File: config.mk
export PLATFORM = sky130hd
export DESIGN_NAME = cursor_ctrl
export DESIGN_NICKNAME = d
export VERILOG_FILES = /design/src/rtl/cursor_ctrl_pkg.sv /design/src/rtl/btn_edge.sv /design/src/rtl/cursor_ctrl.sv
export SDC_FILE = /design/constraint.sdc
export NUM_CORES = 1
export LEC_CHECK = 0
export ABC_AREA = 1
export CAP_MARGIN = 20
export CORE_MARGIN = 5
export CORE_UTILIZATION = 38
export CTS_CLUSTER_DIAMETER = 200
export CTS_CLUSTER_SIZE = 24
export DETAILED_ROUTE_END_ITERATION = 6
export GPL_ROUTABILITY_DRIVEN = 0
export SETUP_SLACK_MARGIN = 0.02
export SYNTH_ARGS = -nofsm -noshare
export SYNTH_HDL_FRONTEND = slang
export SYNTH_HIERARCHICAL = 1
export SYNTH_SLANG_ARGS = --single-unit
File: constraint.sdc
create_clock -name clk -period 5.05 [get_ports clk]
set_input_delay 0.505 -clock clk [delete_from_list [all_inputs] [get_ports clk]]
set_output_delay 0.505 -clock clk [all_outputs]
set_load 0.05 [all_outputs]
File: src/rtl/cursor_ctrl_pkg.sv
// Shared encodings for the tic-tac-toe cursor controller: cell constants,
// direction codes and the auto-repeat state encoding.
package cursor_ctrl_pkg;

  localparam logic [3:0] CELL_CENTRE = 4'd4;
  localparam int         NUM_CELLS   = 9;

  typedef enum logic [1:0] {
    DIR_UP    = 2'd0,
    DIR_DOWN  = 2'd1,
    DIR_LEFT  = 2'd2,
    DIR_RIGHT = 2'd3
  } dir_e;

  typedef enum logic [1:0] {
    ST_IDLE   = 2'd0,
    ST_HOLD   = 2'd1,
    ST_REPEAT = 2'd2
  } rpt_state_e;

endpackage

File: src/rtl/btn_edge.sv
// Rising-edge detector for one debounced button level; press_o is high in the
// cycle the level first reads 1 after a 0.
module btn_edge (
  input  logic clk,
  input  logic rst,
  input  logic level_i,
  output logic press_o
);

  logic level_q;

  always_ff @(posedge clk) begin
    if (!rst) level_q <= 1'b0;
    else      level_q <= level_i;
  end

  assign press_o = level_i & ~level_q;

endmodule

File: src/rtl/cursor_ctrl.sv
// Cursor navigation on the 3x3 board with wrap-around and hold-to-repeat,
// plus a valid/ready move request issued by the select button.
//
//   state     | meaning
//   ST_IDLE   | no direction held
//   ST_HOLD   | direction held, waiting REPEAT_DLY before auto-repeat
//   ST_REPEAT | auto-repeating every REPEAT_PER cycles
module cursor_ctrl
  import cursor_ctrl_pkg::*;
#(
  parameter logic [23:0] REPEAT_DLY = 24'd5_000_000,
  parameter logic [23:0] REPEAT_PER = 24'd2_500_000
) (
  input  logic       clk,
  input  logic       rst,
  input  logic       btn_up,
  input  logic       btn_down,
  input  logic       btn_left,
  input  logic       btn_right,
  input  logic       btn_sel,
  input  logic [8:0] occupied,
  output logic [3:0] cursor,
  output logic       move_valid,
  output logic [3:0] move_cell,
  input  logic       move_ready,
  output logic       reject
);

  logic [4:0] level;
  logic [4:0] press;
  logic [3:0] dir_level;

  assign level     = {btn_sel, btn_right, btn_left, btn_down, btn_up};
  assign dir_level = level[3:0];

  for (genvar i = 0; i < 5; i++) begin : g_edge
    btn_edge u_btn_edge (
      .clk     (clk),
      .rst     (rst),
      .level_i (level[i]),
      .press_o (press[i])
    );
  end

  rpt_state_e  state_q;
  dir_e        dir_q;
  logic [23:0] cnt_q;
  logic [3:0]  cursor_q;
  logic        move_valid_q;
  logic [3:0]  move_cell_q;
  logic        reject_q;

  logic        dir_pressed;
  dir_e        dir_new;
  logic        new_press;
  dir_e        step_dir;
  logic [1:0]  row, col, row_n, col_n;
  logic [3:0]  cell_step_d;
  logic [23:0] cnt_lim;
  logic        dir_held;

  always_comb begin
    dir_pressed = |press[3:0];
    if      (press[0]) dir_new = DIR_UP;
    else if (press[1]) dir_new = DIR_DOWN;
    else if (press[2]) dir_new = DIR_LEFT;
    else               dir_new = DIR_RIGHT;

    // A fresh press of a different direction preempts the one being held.
    new_press = dir_pressed && ((state_q == ST_IDLE) || (dir_new != dir_q));
    step_dir  = new_press ? dir_new : dir_q;
    dir_held  = dir_level[dir_q];
    cnt_lim   = (state_q == ST_HOLD) ? (REPEAT_DLY - 24'd1) : (REPEAT_PER - 24'd1);

    if      (cursor_q >= 4'd6) row = 2'd2;
    else if (cursor_q >= 4'd3) row = 2'd1;
    else                       row = 2'd0;
    col = 2'(cursor_q - 4'(row) * 4'd3);

    row_n = row;
    col_n = col;
    case (step_dir)
      DIR_UP:    row_n = (row == 2'd0) ? 2'd2 : row - 2'd1;
      DIR_DOWN:  row_n = (row == 2'd2) ? 2'd0 : row + 2'd1;
      DIR_LEFT:  col_n = (col == 2'd0) ? 2'd2 : col - 2'd1;
      DIR_RIGHT: col_n = (col == 2'd2) ? 2'd0 : col + 2'd1;
      default: ;
    endcase
    cell_step_d = 4'(row_n) * 4'd3 + 4'(col_n);
  end

  always_ff @(posedge clk) begin
    if (!rst) begin
      state_q      <= ST_IDLE;
      dir_q        <= DIR_UP;
      cnt_q        <= 24'd0;
      cursor_q     <= CELL_CENTRE;
      move_valid_q <= 1'b0;
      move_cell_q  <= 4'd0;
      reject_q     <= 1'b0;
    end else begin
      reject_q <= 1'b0;
      if (move_valid_q && move_ready) move_valid_q <= 1'b0;
      // Select sees the pre-step cursor and the pre-transfer request.
      if (press[4]) begin
        if (move_valid_q || occupied[cursor_q]) begin
          reject_q <= 1'b1;
        end else begin
          move_valid_q <= 1'b1;
          move_cell_q  <= cursor_q;
        end
      end

      case (state_q)
        ST_IDLE: begin
          if (new_press) begin
            cursor_q <= cell_step_d;
            dir_q    <= dir_new;
            cnt_q    <= 24'd0;
            state_q  <= ST_HOLD;
          end
        end
        ST_HOLD, ST_REPEAT: begin
          if (new_press) begin
            cursor_q <= cell_step_d;
            dir_q    <= dir_new;
            cnt_q    <= 24'd0;
            state_q  <= ST_HOLD;
          end else if (!dir_held) begin
            state_q <= ST_IDLE;
          end else if (cnt_q == cnt_lim) begin
            cursor_q <= cell_step_d;
            cnt_q    <= 24'd0;
            state_q  <= ST_REPEAT;
          end else begin
            cnt_q <= cnt_q + 24'd1;
          end
        end
        default: state_q <= ST_IDLE;
      endcase
    end
  end

  assign cursor     = cursor_q;
  assign move_valid = move_valid_q;
  assign move_cell  = move_cell_q;
  assign reject     = reject_q;

endmodule

==> impl_results.md, run 1 <==
* Clk buf depth at 2
* Fin crit period at 3.47 ns
* Via count at 3001
* Synth warn at 6
* Sequential area share after synthesis at 28.5%
* DP Area at 3330 µm²
* Routed len/inst at 11.8 µm
* CTS clk-pin slew, worst paths at 0.09 ns
* Die width at 99.1 µm
* Clock power frac at 18.9%
* Critical path's top delay family: adder cells
* Cell mode on critical path: nand2_1
* H-Tree Depth at 2
* Area delta synth->final at 14.3%
* Residual DRC at 0
* Core ar. at 7730 µm²
* Rows at 32
* GRT Total Usage at 15.6%
* First-pass GRT wire length at 12.9 mm
* Initial antenna violation count at 0
* Final instance area at 3450 µm²
* Worst hold path class: flip-flop to flip-flop
* CP peak stage delay at 0.50 ns
* Clock Skew at 0.00544 ns
* Post-Syn Instances at 493
* Kind of end point of the critical path: flip-flop
* Crit-path cells: clkdlybuf4s50_1 > inv_1 > nor2_2 > inv_1 > nand2_2 > nand2_1 > nand2_1 > nand2_1 > nand2_2 > nand2_4 > o21ai_0 > nand3_1 > o211ai_1 > fa_1 > ha_1 > fa_1 > nand2_1 > nand3_1
* Largest cells by area after synthesis: dfxtp_1, nand2_1, inv_1
* Die Span Y at 99.1 µm
* Synth Register Bits at 43
* Final setup violation count at 0
* Antenna diodes at 0
* Max FO, Critical Path at 10
* Worst-Margin Slew at 0.504 ns
* Share of cells above drive strength 1 at 7.16%
* Async S/R FF share, synth at 0%
* Pins Over Slew Limit at 0
* Total gr overflow at 0
* Setup TNS at 0 ns
* PwrDens at 440 nW/µm²
* Outcome: finished, final reports clean
* Cell variety after synth at 35
* Startpoint types: primary input
* CTS buffer count at 5
* Net Sw Frac at 46.4%
* Final period util at 68.7%
* Initial Util at 39.0%
* Count of buffers from port buffering at 26
* Worst Path Required at 5.24 ns
* Post-route ant nets at 0
* Post-synth EDFFs at 0
* Clock root buffer: clkbuf_8
* Yosys top cell by area: dfxtp_1
* Worst slew margin at 66.0%
* Io pins at 27
* Top cells by count, synth: nand2_1, inv_1, nor2_1
* Worst path bufs/invs at 3
* Placed instance count at 611
* Post-CTS Setup Inserts at 0
* Die ar. at 9820 µm²
* CP arrival at 3.66 ns
* WL final at 7.30 mm
* Vias in the first global route at 2824
* Number of DRC markers in iteration 0 at 95
* Cell Area, Synth at 3020 µm²
* Max cap viols at 0
* Count leader, synth: nand2_1
* Combinational share of power at 52.1%
* CTS resizes at 0
* Post-Syn Area per Cell at 6.12 µm²
* Sequential fraction of design power at 29.0%
* Largest net degree at the start of global routing at 24
* Clk sink count at 43
* Post-Syn Nets at 520
* Cts-stage hold buffer count at 0
* Slowest CP cell: clkdlybuf4s50_1
* Post-DP HPWL at 5.51 mm
* Fmax at 0.288 GHz
* Worst VDD drop at 289 µV
* Unrepaired setup endpoints after global routing: no
* Post-layout nets at 543
* Initial DRT Pass Iterations at 4
* Via density at 4.85
* Critical path type: primary input to flip-flop
* Top FF cell, synth: dfxtp_1
* Skew-Pair Late Insertion Delay at 0.30 ns
* Non-Filler Instances at 619
* Leakage at 1.52 nW
* Area share of the largest cell type after synthesis at 28.5%
* Psw at 0.705 mW
* CTS tree: yes
* Total internal power at 0.813 mW
* Final hold vios at 0
* Hold slack at 0.453 ns
power groups by stage:
stage,registers (mW),logic (mW),clock network [mW]
3_3_place_gp,0.448,0.784,0
4_1_cts,0.441,0.802,0.299
2_1_floorplan,0.509,0.582,0
5_1_grt,0.451,0.907,0.313
6_report,0.440,0.790,0.287
3_5_place_dp,0.449,0.796,0
kinds of logic (layout without fill, tap and decap cells):
kind of cell / count (synthesis) / count (layout) / share of synthesized area [%]
DFF: 43 / 43 / 28.5
xor gates and xnor gates: 5 / 5 / 1.45
adders and majority gates: 10 / 10 / 4.65
and+or+nand+nor: 307 / 307 / 45.7
buffers and inverters: 91 / 115 / 12.8
AOI/OAI and AO/OA: 37 / 37 / 6.85
metrics by stage:
stage	total power, mW	utilization (%)	setup WS (ns)
6_report	1.52	44.6	1.58
5_1_grt	1.67	44.6	1.27
4_1_cts	1.54	44.6	1.54
3_5_place_dp	1.25	43.1	1.22
3_3_place_gp	1.23	43.1	1.38
2_1_floorplan	1.09	-	1.73
cells in the final DEF, fill, tap and decap left out, types with 2 or more instances in the layout:
| cell | instances |
|---|---|
| nand2_4 | 4 |
| nand2_2 | 2 |
| nor2_4 | 2 |
| inv_1 | 78 |
| clkdlybuf4s50_1 | 26 |
| xor2_1 | 4 |
| dfxtp_1 | 43 |
| ha_1 | 8 |
| o21ai_0 | 17 |
| nand3b_1 | 2 |
| o211ai_1 | 3 |
| nor3_1 | 10 |
| clkbuf_8 | 6 |
| a21oi_1 | 12 |
| nor2_2 | 16 |
| o21bai_1 | 2 |
| nor2_1 | 74 |
| nand2_1 | 130 |
| nand3_1 | 54 |
| fa_1 | 2 |
| nand4_1 | 9 |
state kept, by name, summed over array words and instances (netlist names):
name and flops:
state_q 2, g_edge.u_btn_edge/level_q 5, move_valid 1, cnt_q 24, reject 1, cursor 4
dir_q 2, move_cell 4
path summary, 6_finish.rpt:
check          startpoint            to  slack [ns]  depth (start not counted)
max              btn_down     cursor[2]        1.58                         18
min          move_cell[3]  move_cell[3]        0.45                          2
max reg2reg     cursor[1]     cursor[2]        1.74                         13
min reg2reg  move_cell[3]  move_cell[3]        0.45                          2
layer usage:
| layer | up-vias | GRT usage, % | part of all wire (%) |
|---|---|---|---|
| li1 | 1581 | - | - |
| met1 | 1368 | 21.4 | 50 |
| met2 | 43 | 25.7 | 46 |
| met3 | 9 | 2.62 | 2.9 |
| met4 | 0 | 3.26 | 1.1 |
| met5 | - | 0 | 0 |
cell type report:
class / count / area, µm²
well taps: 102 / 128
flip-flops and latches: 43 / 861
repair buffers: 27 / 268
fillers: 861 / 4280
clock buffers: 6 / 82.6
multi-input cells: 359 / 1770
clock inverters: 2 / 35.0
inverters: 80 / 305
worst register-to-register path, cell delays in order, from the launching register on:
cell      delay [ns]
dfxtp_1         0.45
a21oi_1         0.37
inv_1           0.10
nor2_1          0.15
ha_1            0.19
xnor2_1         0.07
xor2_1          0.18
o21bai_1        0.19
o21ai_0         0.27
fa_1            0.47
ha_1            0.22
fa_1            0.42
nand2_1         0.08
nand3_1         0.05
Power figures use the tool's default switching activity.
==> run 2: changes to the inputs <==
Clock period 5.05 ns to 3.2 ns, I/O delays scaled along.
==> run 2 against run 1 <==
Clock skew rose by 0.00088 ns. Largest cell class unchanged. Flip-flop and latch count did not move. First-iteration DRC count grew 12%. Sequential power is 56% higher. Register-to-register slack got worse by 1.5 ns. Critical path depth increased by 2. Combinational power up 76%. Wire length hardly changed. Cell count increased by 2.6%. Setup slack worse by 1.4 ns.
==> impl_results.md, run 2 (synthesized netlist as in run 1, its figures left out) <==
* Initial antenna violation count at 0 (unchanged)
* Slowest CP cell: clkdlybuf4s50_1 (unchanged)
* Initial Util at 39.0% (unchanged)
* Skew-Pair Late Insertion Delay at 0.30 ns (about the same)
* CTS buffer count at 5 (unchanged)
* CP peak stage delay at 0.47 ns (was 0.50 ns)
* Die width at 99.1 µm (unchanged)
* Critical path's top delay family: adder cells (unchanged)
* Core ar. at 7730 µm² (unchanged)
* Number of DRC markers in iteration 0 at 106 (was 95)
* Final setup violation count at 0 (unchanged)
* First-pass GRT wire length at 12.7 mm (was 12.9 mm)
* Worst Path Required at 3.39 ns (was 5.24 ns)
* Clk sink count at 43 (unchanged)
* Max FO, Critical Path at 6 (was 10)
* CP arrival at 3.17 ns (was 3.66 ns)
* Fin util at 46.2% (was 44.6%)
* Max cap viols at 0 (unchanged)
* Initial DRT Pass Iterations at 4 (unchanged)
* Share of cells above drive strength 1 at 11.8% (was 7.16%)
* Worst VDD drop at 494 µV (was 289 µV)
* Pins Over Slew Limit at 0 (unchanged)
* Die Span Y at 99.1 µm (unchanged)
* Most common cell after layout, fill and taps aside: nand2_1 (unchanged)
* Worst slew margin at 65.0% (was 66.0%)
* Final instance area at 3570 µm² (was 3450 µm²)
* Area delta synth->final at 18.4% (was 14.3%)
* Final Power at 2.43 mW (was 1.52 mW)
* Via density at 4.87 (was 4.85)
* Final period util at 93.1%
* Kind of end point of the critical path: flip-flop (unchanged)
* Cts-stage hold buffer count at 0 (unchanged)
* Routed len/inst at 11.5 µm (was 11.8 µm)
* Antenna diodes at 0 (unchanged)
* Worst-Margin Slew at 0.524 ns (was 0.504 ns)
* Clock root buffer: clkbuf_8 (unchanged)
* CTS clk-pin slew, worst paths at 0.08 ns (was 0.09 ns)
* Rows at 32 (unchanged)
* DP Area at 3450 µm² (was 3330 µm²)
* WL final at 7.29 mm (was 7.30 mm)
* GRT Total Usage at 15.5% (was 15.6%)
* Fin crit period at 2.98 ns
* Startpoint types: primary input (unchanged)
* Register with the most flip-flops: cnt_q (unchanged)
* Via count at 3091 (was 3001)
* Max reg flops at 24 (unchanged)
* Clock Skew at 0.00632 ns (was 0.00544 ns)
* Cell mode on critical path: nand2_1 (unchanged)
* Leakage at 1.58 nW (was 1.52 nW)
* Residual DRC at 0 (unchanged)
* Clk buf depth at 2 (unchanged)
* Largest net degree at the start of global routing at 24 (unchanged)
* Worst path bufs/invs at 3 (unchanged)
* Fmax at 0.336 GHz
* CTS tree: yes (unchanged)
* Io pins at 27 (unchanged)
* Hold slack at 0.459 ns (was 0.453 ns)
* Die ar. at 9820 µm² (unchanged)
* Vias in the first global route at 2874 (was 2824)
* Post-layout nets at 559 (was 543)
* Outcome: finished, final reports clean (unchanged)
* Count of buffers from port buffering at 26 (unchanged)
* Most frequent cells in the layout: nand2_1, inv_1, nor2_1, nand3_1, dfxtp_1 (unchanged)
* PwrDens at 680 nW/µm² (was 440 nW/µm²)
* Total gr overflow at 0 (unchanged)
* Post-route ant nets at 0 (unchanged)
* Worst hold path class: flip-flop to flip-flop (unchanged)
* Regs by FF count: cnt_q (24), g_edge.u_btn_edge/level_q (5) (unchanged)
* Post-DP HPWL at 5.61 mm (was 5.51 mm)
* Critical path type: primary input to flip-flop (unchanged)
* Crit-path cells: clkdlybuf4s50_1 > inv_1 > nor2_4 > inv_1 > nand2_2 > nand2_1 > nand2_1 > nand2_1 > nand2_2 > nand2_4 > nand2_1 > nand2_2 > o21ai_0 > nand2_1 > nor2_2 > fa_1 > ha_1 > fa_1 > nand2_1 > nand3_1 (was clkdlybuf4s50_1 > inv_1 > nor2_2 > inv_1 > nand2_2 > nand2_1 > nand2_1 > nand2_1 > nand2_2 > nand2_4 > o21ai_0 > nand3_1 > o211ai_1 > fa_1 > ha_1 > fa_1 > nand2_1 > nand3_1)
* Final hold vios at 0 (unchanged)
* H-Tree Depth at 2 (unchanged)
run 2: cell types whose count changed in the layout (fill, tap and decap cells not counted), moves of 2 or more:
cell,previous run,this run
o21ai_2,0,3
clkbuf_1,0,2
o21ai_0,17,13
dfxtp_2,0,3
buf_4,1,17
nor2_1,74,72
dfxtp_1,43,40
run 2: routing by layer:
metal	share of wire [%]	GRT usage, %	vias to the layer above
li1	-	-	1615
met1	46	19.5	1393
met2	47	26.9	75
met3	5.4	3.89	8
met4	1.0	3.36	0
met5	0	0	-
run 2: final cells by class:
cell class / count / area, µm²
clock buffer: 7 / 76.3
clock inverter: 1 / 5.00
fill: 848 / 4160
inverter: 80 / 305
multi-input combinational: 359 / 1800
sequential: 43 / 865
tap: 102 / 128
timing repair buffer: 43 / 388
run 2: path summary, 6_finish.rpt:
kind                  end         start  cells after the start  slack (ns)
max             cursor[2]      btn_down                     20        0.22
min reg2reg  move_cell[3]  move_cell[3]                      2        0.46
max reg2reg     cursor[2]     cursor[0]                     12        0.26
min          move_cell[3]  move_cell[3]                      2        0.46
run 2: worst min-delay path, cell delays in order, from the launching register on:
cell and delay [ns]:
dfxtp_1 0.32, inv_1 0.05, a21oi_1 0.05
run 2: what timing repair did:
action | 4_1_cts | 5_1_grt
buffers inserted | 0 | 0
setup endpoints to repair | 2 | 2
resized for setup | 1 | 13
pin swaps | 0 | 3
run 2: per-stage QoR:
stage,worst slack [ns],TNS [ns],std cells
2_1_floorplan,0.0600,0,493
3_3_place_gp,-0.151,-0.294,627
3_5_place_dp,-0.313,-0.614,627
4_1_cts,0.0570,0,635
5_1_grt,-0.0405,-0.0803,635
6_report,0.222,0,635
run 2: power breakdown:
group          switching, mW  internal [mW]  leakage [nW]
sequential            0.0768          0.608         0.351
combinational          0.886          0.504          1.19
clock                  0.199          0.154        0.0422
total                   1.16           1.27          1.58
==> run 3: changes to the inputs <==
--- a/config.mk
+++ b/config.mk
@@ -7,3 +7,2 @@
 export LEC_CHECK = 0
-export ABC_AREA = 1
 export CAP_MARGIN = 20
==> constraint.sdc (replaced) <==
create_clock -name clk -period 3.2 [get_ports clk]
set_input_delay 0.48 -clock clk [delete_from_list [all_inputs] [get_ports clk]]
set_output_delay 0.48 -clock clk [all_outputs]
set_load 0.05 [all_outputs]
==> run 3 against run 2 <==
Cell count decreased by 28%. Combinational power decreased by 35%. Maximum frequency decreased by 4.3%. Via count decreased by 26%. Critical path depth decreased by 8. First-iteration DRC count increased by 20%. Wire length decreased by 19%. Sequential power decreased by 11%. Largest cell class unchanged. Highest routed layer unchanged.
==> impl_results.md, run 3 <==
* Yosys top cell by area: dfxtp_1 (unchanged)
* Top cells by count, synth: dfxtp_1, nor2_1, xnor2_1 (was nand2_1, inv_1, nor2_1)
* Post-layout nets at 386 (was 559)
* Final hold vios at 0 (unchanged)
* Async S/R FF share, synth at 0% (unchanged)
* Most common cell after layout, fill and taps aside: dfxtp_1 (was nand2_1)
* Rows at 31 (was 32)
* CTS tree: yes (unchanged)
* Vias in the first global route at 2228 (was 2874)
* Worst slew margin at 64.7% (was 65.0%)
* Core ar. at 7140 µm² (was 7730 µm²)
* DP Area at 3280 µm² (was 3450 µm²)
* Final setup violation count at 0 (unchanged)
* Crit-path cells: inv_2 > or3_4 > a21oi_2 > ha_2 > xor2_4 > o21ai_1 > a211o_1 > fa_1 > ha_2 > fa_1 > mux2i_1 > nand2_1 (was clkdlybuf4s50_1 > inv_1 > nor2_4 > inv_1 > nand2_2 > nand2_1 > nand2_1 > nand2_1 > nand2_2 > nand2_4 > nand2_1 > nand2_2 > o21ai_0 > nand2_1 > nor2_2 > fa_1 > ha_1 > fa_1 > nand2_1 > nand3_1)
* Worst-Margin Slew at 0.528 ns (was 0.524 ns)
* Die ar. at 8990 µm² (was 9820 µm²)
* Via density at 4.98 (was 4.87)
* CP arrival at 3.29 ns (was 3.17 ns)
* Initial antenna violation count at 0 (unchanged)
* Non-Filler Instances at 458 (was 635)
* Fin crit period at 3.11 ns (was 2.98 ns)
* WL final at 5.94 mm (was 7.29 mm)
* CTS clk-pin slew, worst paths at 0.08 ns (about the same)
* Worst hold path class: flip-flop to flip-flop (unchanged)
* Number of DRC markers in iteration 0 at 127 (was 106)
* Placement Setup Slack at -0.326 ns (was -0.313 ns)
* Post-route ant nets at 0 (unchanged)
* Regs by FF count: cnt_q (24), g_edge.u_btn_edge/level_q (5) (unchanged)
* Skew-Pair Late Insertion Delay at 0.29 ns (was 0.30 ns)
* Total gr overflow at 0 (unchanged)
* Routed len/inst at 13.0 µm (was 11.5 µm)
* Leakage at 1.23 nW (was 1.58 nW)
* Initial DRT Pass Iterations at 4 (unchanged)
* Residual DRC at 0 (unchanged)
* Worst Path Required at 3.38 ns (was 3.39 ns)
* Clk buf depth at 2 (unchanged)
* Via count at 2282 (was 3091)
* Unrepaired setup endpoints after global routing: yes
* HP Start: move_cell[1] (was move_cell[3])
* Cts-stage hold buffer count at 0 (unchanged)
* Share of cells above drive strength 1 at 21.2% (was 11.8%)
* Fmax at 0.322 GHz (was 0.336 GHz)
* Largest net degree at the start of global routing at 25 (was 24)
* Slowest CP cell: fa_1 (was clkdlybuf4s50_1)
* Top FF cell, synth: dfxtp_1 (unchanged)
* Die width at 94.8 µm (was 99.1 µm)
* PwrDens at 557 nW/µm² (was 680 nW/µm²)
* Max FO, Critical Path at 5 (was 6)
* Worst VDD drop at 211 µV (was 494 µV)
* Pins Over Slew Limit at 0 (unchanged)
* Synth warn at 6 (unchanged)
* Kind of end point of the critical path: flip-flop (unchanged)
* Post-Syn Instances at 310 (was 493)
* Post-Syn Nets at 337 (was 520)
* Worst path bufs/invs at 1 (was 3)
* Most frequent cells in the layout: dfxtp_1, nor2_1, buf_4, xnor2_1, nand2_1 (was nand2_1, inv_1, nor2_1, nand3_1, dfxtp_1)
* Final instance area at 3460 µm² (was 3570 µm²)
* Worst reg2reg setup slack at 0.09 ns (was 0.26 ns)
* Critical path's top delay family: adder cells (unchanged)
* Io pins at 27 (unchanged)
* Post-synth EDFFs at 0 (unchanged)
* Post-DP HPWL at 4.47 mm (was 5.61 mm)
* Area share of the largest cell type after synthesis at 31.5% (was 28.5%)
* Clk sink count at 43 (unchanged)
* Cell variety after synth at 60 (was 35)
* Outcome: finished, final reports clean (unchanged)
* GRT Total Usage at 14.2% (was 15.5%)
* Clock root buffer: clkbuf_8 (unchanged)
* Register with the most flip-flops: cnt_q (unchanged)
* Antenna diodes at 0 (unchanged)
* Max cap viols at 0 (unchanged)
* CTS buffer count at 5 (unchanged)
* Max reg flops at 24 (unchanged)
* Crit path launch: cursor[1] (was btn_down)
* Die Span Y at 94.8 µm (was 99.1 µm)
* CP peak stage delay at 0.47 ns (about the same)
* Synth Register Bits at 43 (unchanged)
* Clock Skew at 0.0123 ns (was 0.00632 ns)
* Count leader, synth: dfxtp_1 (was nand2_1)
* Critical path type: flip-flop to flip-flop (was primary input to flip-flop)
* Launching point of the worst reg2reg path: cursor[1] (was cursor[0])
* Placed instance count at 449 (was 627)
* Area delta synth->final at 26.6% (was 18.4%)
* H-Tree Depth at 2 (unchanged)
* Count of buffers from port buffering at 26 (unchanged)
* Post-Syn Area per Cell at 8.81 µm² (was 6.12 µm²)
* Initial Util at 38.3% (was 39.0%)
* Setup WS post-layout at 0.0899 ns (was 0.222 ns)
* Final period util at 97.2% (was 93.1%)
* Startpoint types: flip-flop (was primary input)
* Sequential area share after synthesis at 31.5% (was 28.5%)
* Cell Area, Synth at 2730 µm² (was 3020 µm²)
* Largest cells by area after synthesis: dfxtp_1, xnor2_1, nor2_1 (was dfxtp_1, nand2_1, inv_1)
* First-pass GRT wire length at 10.3 mm (was 12.7 mm)
[run 3: cell types whose count changed after synthesis, sizes merged, moves of 23 or more]
cell and change:
nand3 -39, xnor2 +23, nand2 -114, nor2 -58, inv -62
[run 3: timing repair]
action	4_1_cts	5_1_grt
pin swaps	7	11
setup endpoints to repair	1	2
hold endpoints to repair	0	0
setup buffers	1	1
gates resized for setup	4	11
[run 3: kinds of logic after synthesis]
kind of cell	Yosys count	share of synthesized area (%)
buffers and inverters	34	5.59
AOI/OAI and AO/OA	65	20.8
xor gates and xnor gates	26	8.33
muxes	10	4.58
adders and majority gates	10	5.13
DFF	43	31.5
and+or+nand+nor	122	24.1
[run 3: report_power, final]
group | internal [mW] | leakage [nW] | total (mW) | switching (mW)
logic | 0.407 | 0.829 | 0.905 | 0.498
clock network | 0.229 | 0.0513 | 0.409 | 0.180
registers | 0.582 | 0.351 | 0.613 | 0.0317
total | 1.22 | 1.23 | 1.93 | 0.710
[run 3: final timing paths]
| check | endpoint | depth (start not counted) |
|---|---|---|
| max | cursor[2] | 12 |
| min | move_cell[1] | 2 |
| max reg2reg | cursor[2] | 12 |
| min reg2reg | move_cell[1] | 2 |
[run 3: worst reg2reg max path: cells and delay by family, from the launching register on]
family	cells	cell delay [ns]
and+or+nand+nor	2	0.41
adders and majority gates	4	1.37
muxes	1	0.14
buffers and inverters	1	0.03
DFF	1	0.35
AOI/OAI and AO/OA	3	0.50
xor gates and xnor gates	1	0.19
[run 3: final cells by class]
type	instances	area [µm²]
clock inverters	1	30.0
multi-input cells	233	1780
flip-flops and latches	43	872
well taps	99	124
inverters	18	67.6
repair buffers	58	510
clock buffers	6	72.6
fillers	701	3680
[run 3: routing by layer]
layer	global-route usage, %	vias up	part of all wire (%)
li1	-	1192	-
met1	18.6	1052	49
met5	0	-	0
met3	2.71	8	2.9
met2	23.4	30	47
met4	4.93	0	1.6
[run 3: stage by stage]
stage               utilization [%]  hold WS (ns)  TNS (ns)  power (mW)
global placement               46.0         0.457    -0.358        1.47
CTS                            47.9         0.487         0        1.94
floorplan                         -         0.474   -0.0754        1.25
finish                         48.5         0.480         0        1.93
detailed placement             46.0         0.474    -0.499        1.48
global route                   48.5         0.523    -0.101        2.07
